<file path="config.mk">
export PLATFORM = sky130hd
export DESIGN_NAME = pi_bus_master_flat
export DESIGN_NICKNAME = d
export VERILOG_FILES = /design/src/rtl/pi_bus_master_if.sv /design/src/rtl/pi_bus_master.sv /design/src/flat_wrapper.sv
export SDC_FILE = /design/constraint.sdc
export NUM_CORES = 1
export LEC_CHECK = 0
export ABC_AREA = 1
export CORE_UTILIZATION = 45
export CTS_CLUSTER_SIZE = 8
export DETAILED_ROUTE_END_ITERATION = 10
export PLACE_DENSITY = 0.85
export RECOVER_POWER = 50
export SYNTH_ARGS = -nofsm -noshare
export SYNTH_HDL_FRONTEND = slang
export SYNTH_SLANG_ARGS = --single-unit
</file>
<file path="constraint.sdc">
create_clock -name clk -period 3.3 [get_ports clk]
set_input_delay 0.66 -clock clk [delete_from_list [all_inputs] [get_ports clk]]
set_output_delay 0.66 -clock clk [all_outputs]
set_load 0.005 [all_outputs]
</file>
<file path="src/rtl/pi_bus_master_if.sv">
// Request/response handshake and pi_* bus signals between the host command path,
// pi_bus_master and the responding block.
interface pi_bus_master_if #(
    parameter int BLK_W  = 4,
    parameter int ADDR_W = 8,
    parameter int DATA_W = 32
);
    logic              req_valid;
    logic              req_ready;
    logic              req_wr;
    logic [BLK_W-1:0]  req_blk;
    logic [ADDR_W-1:0] req_addr;
    logic [DATA_W-1:0] req_wdata;
    logic              rsp_valid;
    logic              rsp_ready;
    logic [DATA_W-1:0] rsp_rdata;
    logic              busy;
    logic [BLK_W-1:0]  pi_blk_sel;
    logic [ADDR_W-1:0] pi_addr;
    logic              pi_wr_en;
    logic              pi_rd_en;
    logic [DATA_W-1:0] pi_wr_data;
    logic [DATA_W-1:0] pi_rd_data;

    modport master (
        input  req_valid, req_wr, req_blk, req_addr, req_wdata, rsp_ready, pi_rd_data,
        output req_ready, rsp_valid, rsp_rdata, busy,
               pi_blk_sel, pi_addr, pi_wr_en, pi_rd_en, pi_wr_data
    );

    modport slave (
        output req_valid, req_wr, req_blk, req_addr, req_wdata, rsp_ready, pi_rd_data,
        input  req_ready, rsp_valid, rsp_rdata, busy,
               pi_blk_sel, pi_addr, pi_wr_en, pi_rd_en, pi_wr_data
    );
endinterface

</file>
<file path="src/rtl/pi_bus_master.sv">
// Initiator for the pi_* processor bus: request stream in, one-cycle strobes out,
// fixed-latency read capture. Define PI_BUS_MASTER_STATS_EN to add transfer counters.
module pi_bus_master #(
    parameter int BLK_W  = 4,
    parameter int ADDR_W = 8,
    parameter int DATA_W = 32,
    parameter int RD_LAT = 2
) (
    input  logic                  clk,
    input  logic                  rst,
    pi_bus_master_if.master       bus
`ifdef PI_BUS_MASTER_STATS_EN
    ,
    input  logic                  stat_clr,
    output logic [15:0]           stat_wr_cnt,
    output logic [15:0]           stat_rd_cnt
`endif
);
    localparam logic [3:0] LAT_INIT = 4'(RD_LAT - 1);

    typedef enum logic [2:0] {S_IDLE, S_WR, S_RD, S_RD_WAIT, S_RSP} state_t;

    state_t            state_reg;
    logic [3:0]        lat_cnt_reg;
    logic              req_ready_reg;
    logic              rsp_valid_reg;
    logic [DATA_W-1:0] rsp_rdata_reg;
    logic              busy_reg;
    logic [BLK_W-1:0]  pi_blk_sel_reg;
    logic [ADDR_W-1:0] pi_addr_reg;
    logic              pi_wr_en_reg;
    logic              pi_rd_en_reg;
    logic [DATA_W-1:0] pi_wr_data_reg;
    logic              rd_sample;

    // The capture edge is RD_LAT edges after the one that raised pi_rd_en.
    always_comb begin
        rd_sample = ((state_reg == S_RD) && (LAT_INIT == 4'd0)) ||
                    ((state_reg == S_RD_WAIT) && (lat_cnt_reg == 4'd1));
    end

    always_ff @(posedge clk) begin
        if (rst) begin
            state_reg      <= S_IDLE;
            lat_cnt_reg    <= 4'd0;
            req_ready_reg  <= 1'b0;
            rsp_valid_reg  <= 1'b0;
            rsp_rdata_reg  <= '0;
            busy_reg       <= 1'b0;
            pi_blk_sel_reg <= '0;
            pi_addr_reg    <= '0;
            pi_wr_en_reg   <= 1'b0;
            pi_rd_en_reg   <= 1'b0;
            pi_wr_data_reg <= '0;
        end else begin
            pi_wr_en_reg <= 1'b0;
            pi_rd_en_reg <= 1'b0;
            case (state_reg)
                S_IDLE: begin
                    if (bus.req_valid && req_ready_reg) begin
                        req_ready_reg  <= 1'b0;
                        busy_reg       <= 1'b1;
                        pi_blk_sel_reg <= bus.req_blk;
                        pi_addr_reg    <= bus.req_addr;
                        if (bus.req_wr) begin
                            state_reg      <= S_WR;
                            pi_wr_en_reg   <= 1'b1;
                            pi_wr_data_reg <= bus.req_wdata;
                        end else begin
                            state_reg      <= S_RD;
                            pi_rd_en_reg   <= 1'b1;
                            pi_wr_data_reg <= '0;
                            lat_cnt_reg    <= LAT_INIT;
                        end
                    end else begin
                        req_ready_reg <= 1'b1;
                    end
                end
                S_WR: begin
                    state_reg      <= S_IDLE;
                    req_ready_reg  <= 1'b1;
                    busy_reg       <= 1'b0;
                    pi_blk_sel_reg <= '0;
                    pi_addr_reg    <= '0;
                    pi_wr_data_reg <= '0;
                end
                S_RD, S_RD_WAIT: begin
                    if (rd_sample) begin
                        state_reg      <= S_RSP;
                        rsp_valid_reg  <= 1'b1;
                        rsp_rdata_reg  <= bus.pi_rd_data;
                        pi_blk_sel_reg <= '0;
                        pi_addr_reg    <= '0;
                    end else begin
                        state_reg <= S_RD_WAIT;
                        if (state_reg == S_RD_WAIT) begin
                            lat_cnt_reg <= lat_cnt_reg - 4'd1;
                        end
                    end
                end
                S_RSP: begin
                    if (bus.rsp_ready) begin
                        state_reg     <= S_IDLE;
                        rsp_valid_reg <= 1'b0;
                        req_ready_reg <= 1'b1;
                        busy_reg      <= 1'b0;
                    end
                end
                default: begin
                    state_reg     <= S_IDLE;
                    req_ready_reg <= 1'b0;
                    busy_reg      <= 1'b0;
                end
            endcase
        end
    end

    assign bus.req_ready  = req_ready_reg;
    assign bus.rsp_valid  = rsp_valid_reg;
    assign bus.rsp_rdata  = rsp_rdata_reg;
    assign bus.busy       = busy_reg;
    assign bus.pi_blk_sel = pi_blk_sel_reg;
    assign bus.pi_addr    = pi_addr_reg;
    assign bus.pi_wr_en   = pi_wr_en_reg;
    assign bus.pi_rd_en   = pi_rd_en_reg;
    assign bus.pi_wr_data = pi_wr_data_reg;

`ifdef PI_BUS_MASTER_STATS_EN
    // Index 0 counts write strobes, index 1 counts completed read responses.
    logic [1:0] stat_inc;
    assign stat_inc[0] = (state_reg == S_WR);
    assign stat_inc[1] = (state_reg == S_RSP) && bus.rsp_ready;

    generate
        for (genvar gi = 0; gi < 2; gi++) begin : g_stat
            logic [15:0] cnt_reg;
            always_ff @(posedge clk) begin
                if (rst || stat_clr) begin
                    cnt_reg <= 16'd0;
                end else if (stat_inc[gi] && (cnt_reg != 16'hFFFF)) begin
                    cnt_reg <= cnt_reg + 16'd1;
                end
            end
        end
    endgenerate

    assign stat_wr_cnt = g_stat[0].cnt_reg;
    assign stat_rd_cnt = g_stat[1].cnt_reg;
`endif
endmodule

</file>
<file path="src/flat_wrapper.sv">
// flat-port wrapper written by rule: the top's interface ports become plain ports
module pi_bus_master_flat 
#(
    parameter int BLK_W  = 4,
    parameter int ADDR_W = 8,
    parameter int DATA_W = 32,
    parameter int RD_LAT = 2
)
  (clk, rst, bus_req_valid, bus_req_wr, bus_req_blk, bus_req_addr, bus_req_wdata, bus_rsp_ready, bus_pi_rd_data, bus_req_ready, bus_rsp_valid, bus_rsp_rdata, bus_busy, bus_pi_blk_sel, bus_pi_addr, bus_pi_wr_en, bus_pi_rd_en, bus_pi_wr_data);
  pi_bus_master_if #(.BLK_W(BLK_W), .ADDR_W(ADDR_W), .DATA_W(DATA_W)) bus_i ();
  input  logic clk;
  input  logic rst;
  input wire logic [$bits(bus_i.req_valid)-1:0] bus_req_valid;
  input wire logic [$bits(bus_i.req_wr)-1:0] bus_req_wr;
  input wire logic [$bits(bus_i.req_blk)-1:0] bus_req_blk;
  input wire logic [$bits(bus_i.req_addr)-1:0] bus_req_addr;
  input wire logic [$bits(bus_i.req_wdata)-1:0] bus_req_wdata;
  input wire logic [$bits(bus_i.rsp_ready)-1:0] bus_rsp_ready;
  input wire logic [$bits(bus_i.pi_rd_data)-1:0] bus_pi_rd_data;
  output wire logic [$bits(bus_i.req_ready)-1:0] bus_req_ready;
  output wire logic [$bits(bus_i.rsp_valid)-1:0] bus_rsp_valid;
  output wire logic [$bits(bus_i.rsp_rdata)-1:0] bus_rsp_rdata;
  output wire logic [$bits(bus_i.busy)-1:0] bus_busy;
  output wire logic [$bits(bus_i.pi_blk_sel)-1:0] bus_pi_blk_sel;
  output wire logic [$bits(bus_i.pi_addr)-1:0] bus_pi_addr;
  output wire logic [$bits(bus_i.pi_wr_en)-1:0] bus_pi_wr_en;
  output wire logic [$bits(bus_i.pi_rd_en)-1:0] bus_pi_rd_en;
  output wire logic [$bits(bus_i.pi_wr_data)-1:0] bus_pi_wr_data;
  assign bus_i.req_valid = bus_req_valid;
  assign bus_i.req_wr = bus_req_wr;
  assign bus_i.req_blk = bus_req_blk;
  assign bus_i.req_addr = bus_req_addr;
  assign bus_i.req_wdata = bus_req_wdata;
  assign bus_i.rsp_ready = bus_rsp_ready;
  assign bus_i.pi_rd_data = bus_pi_rd_data;
  assign bus_req_ready = bus_i.req_ready;
  assign bus_rsp_valid = bus_i.rsp_valid;
  assign bus_rsp_rdata = bus_i.rsp_rdata;
  assign bus_busy = bus_i.busy;
  assign bus_pi_blk_sel = bus_i.pi_blk_sel;
  assign bus_pi_addr = bus_i.pi_addr;
  assign bus_pi_wr_en = bus_i.pi_wr_en;
  assign bus_pi_rd_en = bus_i.pi_rd_en;
  assign bus_pi_wr_data = bus_i.pi_wr_data;
  pi_bus_master #(.BLK_W(BLK_W), .ADDR_W(ADDR_W), .DATA_W(DATA_W), .RD_LAT(RD_LAT)) u_core (.clk(clk), .rst(rst), .bus(bus_i));
endmodule
</file>
# Word level (Yosys, flattened, before mapping)
# Cells that the tools add are included.
# op_classes
addsub,1
mul,0
n_mux,29
n_reduce_logical,17
n_bitwise,3
n_eq_ne,11
n_div,0
n_shift,0
n_lt_le_gt_ge,0
# ops
operator,n
$mux 32,2
$pmux 32 s2,1
$mux 4,6
$pmux 8 s3,1
$mux 8,2
$pmux 4 s3,1
$mux 3,3
$pmux 3 s3,1
$reduce_and 3->1,3
$pmux 4 s2,1
$reduce_and 2->1,4
$mux 1,7
$eq 3x2->1 const B,2
$ne 2x1->1 const B,3
$ne 2x2->1 const B,3
$reduce_bool 2->1,3
$reduce_and 5->1,1
$eq 4x1->1 const B,1
$pmux 1 s4,1
$sub 4x1->4 const B,1
$eq 3x1->1 const B,1
$eq 3x3->1 const B,1
$logic_not 3->1,1
$not 1->1,3
other kinds (7),8
# totals
ramBits,0
romBits,0
latch_bits,0
n_memories,0
input_bits,81
register_bits,88

# Logic depth before layout (Yosys ltp)
# depth
ltp_word,4
mapped_depth,12

# Least setup slack after synthesis
# No wires, ideal clock.
# synth_path
kind,input -> register
startpoint,input port bus_req_valid
endpoint,"register u_core.pi_addr_reg[1], in the netlist u_core.bus.pi_addr[1]"
arrival_ps,1381
setup_slack_ps,1806
required_time_ps,3187
cell_stages,8
cell_sequence,nand2_1 a21oi_2 nand2_4 inv_4 buf_6 nand2_2 nand2_1 nor2_1
# synth_between
elab_chain_cells,3
# synth_rtl
element,line,source
from (decl),flat_wrapper.sv:13,input wire logic [$bits(bus_i.req_valid)-1:0] bus_req_valid;
$logic_and 1x1->1,pi_bus_master.sv:60,if (bus.req_valid && req_ready_reg) begin
$ne 2x1->1 (no line),--,
$reduce_and 3->1 (no line),--,
to (signal assigned),pi_bus_master.sv:64,pi_addr_reg <= bus.req_addr;
to (decl),pi_bus_master.sv:30,logic [ADDR_W-1:0] pi_addr_reg;
# No other way between the ends.
# A chain may end at the register's enable or synchronous reset.

# Final worst setup path
# layout_path
startpoint,register u_core.lat_cnt_reg[1]
endpoint,"register u_core.rsp_rdata_reg[1], in the netlist u_core.bus.rsp_rdata[1]"
# layout_between
elab_chain_cells,3
# layout_rtl
element,line,source
from (decl),pi_bus_master.sv:24,logic [3:0] lat_cnt_reg;
from (signal assigned),pi_bus_master.sv:97,lat_cnt_reg <= lat_cnt_reg - 4'd1;
$eq 4x1->1,pi_bus_master.sv:39,((state_reg == S_RD_WAIT) && (lat_cnt_reg == 4'd1));
$logic_and 1x1->1,pi_bus_master.sv:39,
$reduce_and 2->1 (no line),--,
to (signal assigned),pi_bus_master.sv:91,rsp_rdata_reg <= bus.pi_rd_data;
to (decl),pi_bus_master.sv:27,logic [DATA_W-1:0] rsp_rdata_reg;
# No other way between the ends.

==> reports/metrics.yaml <==
synthesis:
  synth_cells: 502
  ys_seq_area_share_pct: 48.45
  yosysTopAreaCell: "dfxtp_1"
  synthDistinctLibCells: 25
  synthAdderAreaFrac_pct: 0.6882
  synthSimpleGateAreaFrac_pct: 27.70
  syn_area_um2: 3636
  yosysWarnings: 0
  avgSynthCellArea_um2: 7.243
  synth-seq-cells: 88
  muxShareOfSynthArea_pct: 0
  synth_compound_area_share_pct: 12.56
  synth_top_family_by_area: "simple AND/OR/NAND/NOR gates"
  synth_top_area_share_pct: 48.45
  synth-xor-area-share_pct: 0
  synthTopCellsByArea: "dfxtp_1 48%, nand2_1 13%, nor2_1 9.6%"
  syn_nets: 585
drt:
  viasPerCell: 4.760
  wl_per_cell_um: 11.63
  ant_nets: 0
  wirelength_um: 8782
  first_pass_iters: 4
  drt_iter0_markers: 73
  drc_errors: 0
  vias: 3594
sta:
  worstMarginPinSlew_ps: 1027
  hold_violations: 0
  setup_viol: 0
  fin_crit_ps: 2120
  worst_clock_skew_ps: 11.01
  slew_viol_final: 0
  rsz0062_at_grt: "false"
  period_share_pct: 64.25
  setup_tns_ps: 0
  max_freq_ghz: 0.4716
  relSlewSlack_pct: 31.51
setup_path:
  cp_slowest_cell: "clkbuf_2"
  cp_common_cell: "inv_1"
  critPathKind: "flip-flop to flip-flop"
  path_cells: "inv_1 > ha_1 > inv_1 > nor2_1 > nand3_2 > clkbuf_2 > o21ai_0 > a21oi_1"
  crit_arrival_ps: 2310
  crit_path_end_kind: "flip-flop"
  critPathLaunchType: "flip-flop"
  worst_path_dominant_cell_family: "buffers and inverters"
  rrSetupSlack_ps: 1180
  cp_num_buf_inv: 3
  critPathMaxFanout: 66
  reg2regPathDepth: 8
  r2r_start: "u_core.lat_cnt_reg[1]$_SDFFE_PP0P_"
  cpPeakStageDelay_ps: 580
  required_ps: 3490
  r2r_end: "u_core.bus.rsp_rdata[1]$_SDFFE_PP0P_"
floorplanning:
  die_area_um2: 8444
  die_x_um: 91.89
  rows: 32
  io_pins: 162
  fp.dieH_um: 91.89
  core-area_um2: 7767
  initial_core_util_pct: 46.81
global_routing:
  use_met3_pct: 7.629
  grt_max_degree: 67
  met2_usage_pct: 36.07
  antenna_found_initial: 0
  grt_pass1_vias: 3346
  grt_first_pass_wirelength_um: 14870
  grt_overflow: 0
  met1_usage_pct: 25.99
  gr-usage-all-layers_pct: 21.62
  grt.busiest_layer: "met2"
pwr:
  power.density_nw_per_um2: 497.5
  vdd_drop_max_v: 0.0002179
  total_power_mw: 2.697
  p_leak_nw: 2.290
layout:
  final_cell_mix: "123 x nand2_1, 114 x clkdlybuf4s50_1, 93 x nor2_1"
  area_growth_pct: 49.11
  layout.nets: 731
  nFillCells: 634
  seqCellArea_um2: 1762
  drive_gt1_share_pct: 6.126
  num_antenna_cells: 0
  layout_commonest_cell: "nand2_1"
  multi_input_area_um2: 1481
clock_tree:
  cts_setup_buffers: 0
  clock_sinks: 88
  htreeDepth: 3
  path_clk_slew_ps: 100
  cts_root_buf: "clkbuf_8"
  numCtsBuffers: 9
  cts_tree: "built"
  clockBufferDepth: 2
  clock_latency_ps: 350
  ctsHoldBuffers: 0
  cts_resized: 0
place:
  port_buffers: 161
  gp_congestion: 0.8092
  hpwl_um: 6319
run_status:
  outcome: "completed"
flow_run:
  cap_violations: 0
hold_path:
  hold_end: "u_core.bus.rsp_rdata[11]$_SDFFE_PP0P_"
  min_path_type: "flip-flop to flip-flop"
  hold_path_depth: 2
  min-delay-start: "u_core.bus.rsp_rdata[11]$_SDFFE_PP0P_"
how the worst max path moves through the flow:
stage	start	to	depth (start not counted)
after floorplan	bus_req_valid	u_core.bus.pi_addr[1]$_SDFFE_PP0P_	8
after global placement	bus_req_valid	u_core.bus.pi_wr_data[14]$_SDFFE_PP0P_	8
after detailed placement	rst	u_core.bus.pi_addr[0]$_SDFFE_PP0P_	5
after CTS	u_core.bus.req_ready$_SDFFE_PP0P_	bus_req_ready	1
after global routing	u_core.lat_cnt_reg[1]$_SDFFE_PP0P_	u_core.bus.rsp_rdata[20]$_SDFFE_PP0P_	8
final	u_core.lat_cnt_reg[1]$_SDFFE_PP0P_	u_core.bus.rsp_rdata[1]$_SDFFE_PP0P_	8
stage by stage:
step / std cells / instance area, um2 / hold WS [ps] / utilization (%) / setup slack, ps
6_report: 755 / 5421 / 447.1 / 69.80 / 1180
5_1_grt: 755 / 5421 / 468.1 / 69.80 / 870.3
4_1_cts: 755 / 5431 / 451.2 / 69.93 / 1362
3_5_place_dp: 739 / 5206 / 436.2 / 67.03 / 1031
3_3_place_gp: 739 / 5206 / 430.7 / 67.03 / 1071
2_1_floorplan: 502 / 3636 / 440.2 / - / 1806
metal layers:
metal	wire, um	vias to the layer above
met2	4078	150
met3	890	16
met4	138	0
met5	0	-
met1	3674	1581
li1	-	1847
cell type report:
| cell class | instances | area share [%] |
|---|---|---|
| clock buffer | 9 | 2.285 |
| clock inverter | 7 | 1.869 |
| multi-input combinational | 337 | 27.33 |
| tap | 102 | 2.354 |
| inverter | 49 | 3.485 |
| sequential | 88 | 32.49 |
| timing repair buffer | 163 | 30.19 |
logic make-up (layout without fill, tap and decap cells):
logic type               Yosys count  after routing
flip-flops                        88             88
AO/OA/AOI/OAI                     90             90
AND/OR/NAND/NOR                  245            245
buffers and inverters             77            228
adder cells (fa/ha/maj)            2              2
synth_stat cells:
master	number
a211oi_1	1
a21oi_1	46
a21oi_2	1
buf_2	7
buf_4	4
buf_6	9
clkbuf_1	8
clkinv_1	1
dfxtp_1	88
ha_1	2
inv_1	41
inv_2	5
inv_4	2
nand2_1	122
nand2_2	8
nand2_4	2
nand3_1	12
nand3_2	1
nor2_1	93
nor2_4	3
nor3_1	2
nor3b_1	1
o21ai_0	33
o21ai_1	9
or2_0	1
worst register-to-register path: stages, from the launching register on:
cell and delay, ps:
dfxtp_1 340, inv_1 70, ha_1 140, inv_1 40, nor2_1 170, nand3_2 100, clkbuf_2 580, o21ai_0 450
a21oi_1 80
report_power, final:
part           switching [mW]  internal [mW]
registers              0.0537           1.17
logic                   0.313          0.336
clock network           0.392          0.434
total                   0.759           1.94
Power figures use the tool's default switching activity.
